$ cat config.mk
export PLATFORM = sky130hd
export DESIGN_NAME = hdlc_tx_ctrl
export DESIGN_NICKNAME = d
export VERILOG_FILES = /design/src/rtl/hdlc_tx_ctrl.sv
export SDC_FILE = /design/constraint.sdc
export NUM_CORES = 1
export LEC_CHECK = 0
export BUFFER_PORTS_ARGS = -buffer_cell sky130_fd_sc_hd__buf_2
export CORE_UTILIZATION = 50
export CTS_CLUSTER_DIAMETER = 120
export CTS_CLUSTER_SIZE = 28
export DETAILED_ROUTE_END_ITERATION = 10
export PLACE_DENSITY = 0.85
export SLEW_MARGIN = 20
export SYNTH_ARGS = -nofsm -noshare
export SYNTH_HDL_FRONTEND = slang
export SYNTH_SLANG_ARGS = --single-unit
export TNS_END_PERCENT = 5
$ cat constraint.sdc
create_clock -name Clk -period 1.95 [get_ports Clk]
set_input_delay 0.39 -clock Clk [delete_from_list [all_inputs] [get_ports Clk]]
set_output_delay 0.39 -clock Clk [all_outputs]
set_load 0.005 [all_outputs]
$ cat src/rtl/hdlc_tx_ctrl.sv
// hdlc_tx_ctrl: HDLC transmit framer. Wraps bytes from a show-ahead Tx buffer
// in 0x7E flags, sends them LSB first with zero insertion, and supports abort.
// Optional build macro HDLC_TX_MAXLEN_EN: limits a frame to 126 payload bytes;
// a 127th byte raises Tx_Overflow and aborts the frame instead.
module hdlc_tx_ctrl (
    input  logic       Clk,
    input  logic       Rst,
    input  logic       Tx_Enable,
    input  logic       Tx_AbortFrame,
    input  logic [7:0] Tx_DataIn,
    input  logic       Tx_Empty,
    output logic       Tx_RdBuff,
    output logic       Tx,
    output logic       Tx_ValidFrame,
    output logic       Tx_Done,
    output logic       Tx_AbortedTrans,
    output logic       Tx_Overflow
);

    localparam int unsigned BYTE_W = 8;
    localparam int unsigned IDX_W  = 3;
    localparam int unsigned ONES_W = 3;

    localparam logic [BYTE_W-1:0] FLAG_BYTE = BYTE_W'(8'h7E);
    localparam logic [ONES_W-1:0] STUFF_RUN = ONES_W'(5);
    localparam logic [IDX_W-1:0]  LAST_IDX  = IDX_W'(7);

`ifdef HDLC_TX_MAXLEN_EN
    localparam int unsigned       CNT_W     = 8;
    localparam logic [CNT_W-1:0]  MAX_BYTES = CNT_W'(126);
`endif

    typedef enum logic [2:0] {
        IDLE       = 3'd0,
        START_FLAG = 3'd1,
        DATA       = 3'd2,
        END_FLAG   = 3'd3,
        ABORT      = 3'd4
    } state_t;

    state_t            state;
    logic [BYTE_W-1:0] data_q;    // byte currently being serialised
    logic [IDX_W-1:0]  bit_idx;   // index of the bit currently on Tx
    logic [ONES_W-1:0] ones_cnt;  // consecutive data ones currently on the line

`ifdef HDLC_TX_MAXLEN_EN
    logic [CNT_W-1:0]  byte_cnt;  // bytes loaded in the current frame
`endif

    logic [IDX_W-1:0]  next_idx;
    logic              in_frame;
    logic              abort_req;
    logic              last_bit;
    logic              data_next_bit;
    logic [ONES_W-1:0] data_next_ones;
    logic [ONES_W-1:0] load_ones;

    // Next-bit helpers shared by the sequencer
    always_comb begin
        next_idx       = bit_idx + IDX_W'(1);
        in_frame       = (state == START_FLAG) || (state == DATA) || (state == END_FLAG);
        abort_req      = Tx_AbortFrame && in_frame;
        last_bit       = (bit_idx == LAST_IDX);
        data_next_bit  = data_q[next_idx];
        data_next_ones = data_next_bit ? (ones_cnt + ONES_W'(1)) : '0;
        load_ones      = Tx_DataIn[0] ? (ones_cnt + ONES_W'(1)) : '0;
    end

    // Framing state machine; every output is registered here
    always_ff @(posedge Clk) begin
        if (Rst) begin
            state           <= IDLE;
            Tx              <= 1'b1;
            Tx_ValidFrame   <= 1'b0;
            Tx_RdBuff       <= 1'b0;
            Tx_Done         <= 1'b0;
            Tx_AbortedTrans <= 1'b0;
            data_q          <= '0;
            bit_idx         <= '0;
            ones_cnt        <= '0;
`ifdef HDLC_TX_MAXLEN_EN
            byte_cnt        <= '0;
            Tx_Overflow     <= 1'b0;
`endif
        end else begin
            Tx_RdBuff       <= 1'b0;
            Tx_Done         <= 1'b0;
            Tx_AbortedTrans <= 1'b0;
`ifdef HDLC_TX_MAXLEN_EN
            Tx_Overflow     <= 1'b0;
`endif
            if (abort_req) begin
                // Abort wins over any in-frame action, including a pending pop
                state         <= ABORT;
                Tx            <= 1'b0;
                Tx_ValidFrame <= 1'b0;
                bit_idx       <= '0;
                ones_cnt      <= '0;
            end else begin
                case (state)
                    IDLE: begin
                        Tx       <= 1'b1;
                        bit_idx  <= '0;
                        ones_cnt <= '0;
                        if (Tx_Enable) begin
                            state         <= START_FLAG;
                            Tx            <= FLAG_BYTE[0];
                            Tx_ValidFrame <= 1'b1;
`ifdef HDLC_TX_MAXLEN_EN
                            byte_cnt      <= '0;
`endif
                        end
                    end

                    START_FLAG: begin
                        if (!last_bit) begin
                            bit_idx <= next_idx;
                            Tx      <= FLAG_BYTE[next_idx];
                        end else if (Tx_Empty) begin
                            // Nothing queued: close with an empty frame
                            state    <= END_FLAG;
                            Tx       <= FLAG_BYTE[0];
                            bit_idx  <= '0;
                            ones_cnt <= '0;
                        end else begin
                            state     <= DATA;
                            data_q    <= Tx_DataIn;
                            Tx        <= Tx_DataIn[0];
                            bit_idx   <= '0;
                            ones_cnt  <= load_ones;
                            Tx_RdBuff <= 1'b1;
`ifdef HDLC_TX_MAXLEN_EN
                            byte_cnt  <= byte_cnt + CNT_W'(1);
`endif
                        end
                    end

                    DATA: begin
                        if (ones_cnt == STUFF_RUN) begin
                            // Stuffed zero; bit index holds so the boundary check follows it
                            Tx       <= 1'b0;
                            ones_cnt <= '0;
                        end else if (!last_bit) begin
                            bit_idx  <= next_idx;
                            Tx       <= data_next_bit;
                            ones_cnt <= data_next_ones;
                        end else if (Tx_Empty) begin
                            state    <= END_FLAG;
                            Tx       <= FLAG_BYTE[0];
                            bit_idx  <= '0;
                            ones_cnt <= '0;
`ifdef HDLC_TX_MAXLEN_EN
                        end else if (byte_cnt == MAX_BYTES) begin
                            // Frame too long: abort without popping the waiting byte
                            state         <= ABORT;
                            Tx            <= 1'b0;
                            Tx_ValidFrame <= 1'b0;
                            Tx_Overflow   <= 1'b1;
                            bit_idx       <= '0;
                            ones_cnt      <= '0;
`endif
                        end else begin
                            // Ones run carries across the byte boundary
                            data_q    <= Tx_DataIn;
                            Tx        <= Tx_DataIn[0];
                            bit_idx   <= '0;
                            ones_cnt  <= load_ones;
                            Tx_RdBuff <= 1'b1;
`ifdef HDLC_TX_MAXLEN_EN
                            byte_cnt  <= byte_cnt + CNT_W'(1);
`endif
                        end
                    end

                    END_FLAG: begin
                        if (!last_bit) begin
                            bit_idx <= next_idx;
                            Tx      <= FLAG_BYTE[next_idx];
                        end else begin
                            state         <= IDLE;
                            Tx            <= 1'b1;
                            Tx_ValidFrame <= 1'b0;
                            Tx_Done       <= 1'b1;
                            bit_idx       <= '0;
                        end
                    end

                    ABORT: begin
                        // 0 already sent on entry, then seven 1s
                        if (!last_bit) begin
                            bit_idx <= next_idx;
                            Tx      <= 1'b1;
                        end else begin
                            state           <= IDLE;
                            Tx              <= 1'b1;
                            Tx_AbortedTrans <= 1'b1;
                            bit_idx         <= '0;
                        end
                    end

                    default: begin
                        state         <= IDLE;
                        Tx            <= 1'b1;
                        Tx_ValidFrame <= 1'b0;
                        bit_idx       <= '0;
                        ones_cnt      <= '0;
                    end
                endcase
            end
        end
    end

`ifndef HDLC_TX_MAXLEN_EN
    // Unlimited frames: no length limit to report
    assign Tx_Overflow = 1'b0;
`endif

endmodule

==> flow_summary.ini <==
[global_routing]
antenna_found_initial = 0
grt-busiest-layer = met2
first_global_vias = 1001
use_met1_pct = 22.28
grt_usage_pct = 20.41
gr-total-overflow = 0
grt_util_met2_pct = 37.24
grt_pass1_wl_mm = 4.188
grt_max_degree = 18
grt.met3_usage_pct = 3.672

[floorplan]
start_util_pct = 53.65
placementRows = 18
pin_count = 19
core_area_um2 = 2500
die_y_um = 53.80
die_w_um = 53.80
dieArea_um2 = 2894

[yosys]
yosysUniqueCellTypes = 47
synth_seq_cells = 22
yosysSeqAreaShare_pct = 32.84
synth_area_leaders = dfxtp_1 (33%), mux2i_1 (10%), ha_1 (5.6%), nor2_1 (4.5%), a21oi_1 (3.7%)
async_flop_share_pct = 0
syn_area_um2 = 1341
syn_inst = 141
synth_edf_count = 0
synth-main-ff-cell = dfxtp_1
yosysTopAreaCellShare_pct = 32.84
postSynthAreaPerCell_um2 = 9.513
synth_nets = 160
synth_top_cell_by_area = dfxtp_1
yosys_warnings = 0

[routing]
drt-vias-per-instance = 5.548
dr.first_iter.drc_count = 11
routedWlPerCell_um = 13.05
routed_wl_mm = 2.453
postRouteAntennaNets = 0
drc = 0
routed-via-count = 1043
first_pass_iters = 4

[setup_path]
cp_data_required_time_ns = 2.20
timing.rr.end = ones_cnt[2]
critPathKind = reg -> reg
crit_fanout = 5
start_kind = register
arrival_ns = 2.08
rr_worst_depth = 7
cp-end-kind = register
rr_startpoint = bit_idx[0]
r2r_slack_ns = 0.12
endpoint = ones_cnt[2]
critPathLaunch = bit_idx[0]

[cells_and_area]
stdcell_area_um2 = 1461
final_cell_mix = dfxtp_1 (22), buf_2 (17), nor2_1 (16), mux2i_1 (14), a21oi_1 (10)
diodes = 0
syn2layout_area_growth_pct = 8.955
drive_gt1_share_pct = 27.85
final_common_cell = dfxtp_1
nNetsFinal = 179

[clock_network]
clockBufferDepth = 2
cts_tree = done
clock_latency_ns = 0.31
cts_root_buf = clkbuf_4
htreeDepth = 1
path_clk_slew_ns = 0.12
clock_sinks = 22
cts-buffers-inserted = 3

[run]
max-cap-violations = 0

[timing]
setup-tns-final_ns = 0
rsz0062_at_grt = false
max_freq_mhz = 546.2
period_needed_ns = 1.831
max_slew.worst_pin.slew_ns = 0.6100
fin_skew_ns = 0.005147
max_slew_margin_pct = 59.28
hold_viol_final = 0
drv_slew = 0
setup_viol = 0
holdWs_ns = 0.3030
period_share_pct = 93.89

[hold_path]
min_path_cells = 3
min_path_type = in -> reg

[place]
dpl.hpwl_mm = 1.874
place_area_um2 = 1419
gp_congestion = 0.7804
port_buffers = 17

[power_and_ir_drop]
p_switching_uw = 577.6
p_sw_share_pct = 38.98
combPwrFrac_pct = 44.4
pwr-share-seq_pct = 41.5
clkPwrFrac_pct = 14.1
powerDensity_nw_per_um2 = 1014
power_leakage_nw = 0.6241
ir_drop_mv = 0.6481
p_int_uw = 904.2
p_total_mw = 1.482

[run_status]
status = complete, no violations
==> cell families (layout without fill, tap and decap cells) <==
family,Yosys count,after routing,synth area share [%]
AO/OA/AOI/OAI,24,24,13.53
XOR/XNOR,1,1,1.213
adder cells (fa/ha/maj),6,6,5.597
buffers and inverters,12,29,7.556
flip-flops,22,22,32.84
multiplexers,15,15,12.13
other,1,1,0.2796
AND/OR/NAND/NOR,60,60,26.87
==> power groups by stage <==
stage | Combinational, mW | Sequential, mW | Clock (mW)
detailed placement | 0.654 | 0.623 | 0
global placement | 0.637 | 0.617 | 0
floorplan | 0.601 | 0.573 | 0
finish | 0.659 | 0.615 | 0.208
global route | 0.731 | 0.629 | 0.225
CTS | 0.661 | 0.613 | 0.218
==> what timing repair did <==
action / CTS / global route
setup buffers: 0 / 0
hold buffers: 0 / 0
setup endpoints to repair: 3 / 1
resized for setup: 2 / 2
==> registers in the layout (all words and copies together) (netlist names) <==
register         cells
Tx_RdBuff            1
bit_idx              3
Tx_ValidFrame        1
ones_cnt             3
Tx_Done              1
data_q               8
Tx_AbortedTrans      1
Tx                   1
state                3
==> area by class of cell <==
cell class	instances	area [um2]
inverters	3	11.26
fillers	211	1039
flip-flops and latches	22	440.4
multi-input cells	107	819.5
well taps	30	37.54
repair buffers	23	130.1
clock buffers	3	22.52
==> per-stage QoR <==
step	instances	worst slack (ns)	utilization [%]
6_report	188	0.1192	58.46
5_1_grt	188	0.02613	58.46
4_1_cts	188	0.03217	58.16
3_5_place_dp	185	-0.008987	56.76
3_3_place_gp	185	0.05588	56.76
2_1_floorplan	141	0.03598	-
==> routing by layer <==
metal	vias to the layer above	share of wire, %
li1	529	-
met1	489	45
met2	20	52
met3	5	2.2
met4	0	1.5
met5	-	0
==> how the worst min path moves through the flow <==
stage	start	slack, ns	to
floorplan	ones_cnt[2]	0.46	ones_cnt[2]
finish	Tx_DataIn[1]	0.30	data_q[1]
detailed placement	ones_cnt[2]	0.48	ones_cnt[2]
CTS	Tx_DataIn[4]	0.30	data_q[4]
global placement	ones_cnt[2]	0.47	ones_cnt[2]
global route	Tx_Empty	0.32	Tx_RdBuff
==> worst max-delay path, stage by stage (launching register included) <==
cell and delay (ns):
dfxtp_1 0.33, ha_2 0.19, ha_4 0.31, mux2i_1 0.08, mux4_2 0.51, nand2_2 0.12, o211ai_2 0.10, a21oi_2 0.14
==> Yosys cell counts, types with 2 or more instances <==
cell	n
a21oi_1	10
a31oi_1	2
and2_1	2
buf_6	3
clkbuf_8	2
dfxtp_1	22
ha_1	6
inv_1	3
mux2i_1	14
nand2_1	7
nand2b_1	6
nand3_1	2
nor2_1	16
nor2b_1	4
nor3_1	5
nor3b_1	3
nor4_1	2
o211ai_2	2
o21bai_1	2
Note: power is estimated with default switching activity, not from simulation.
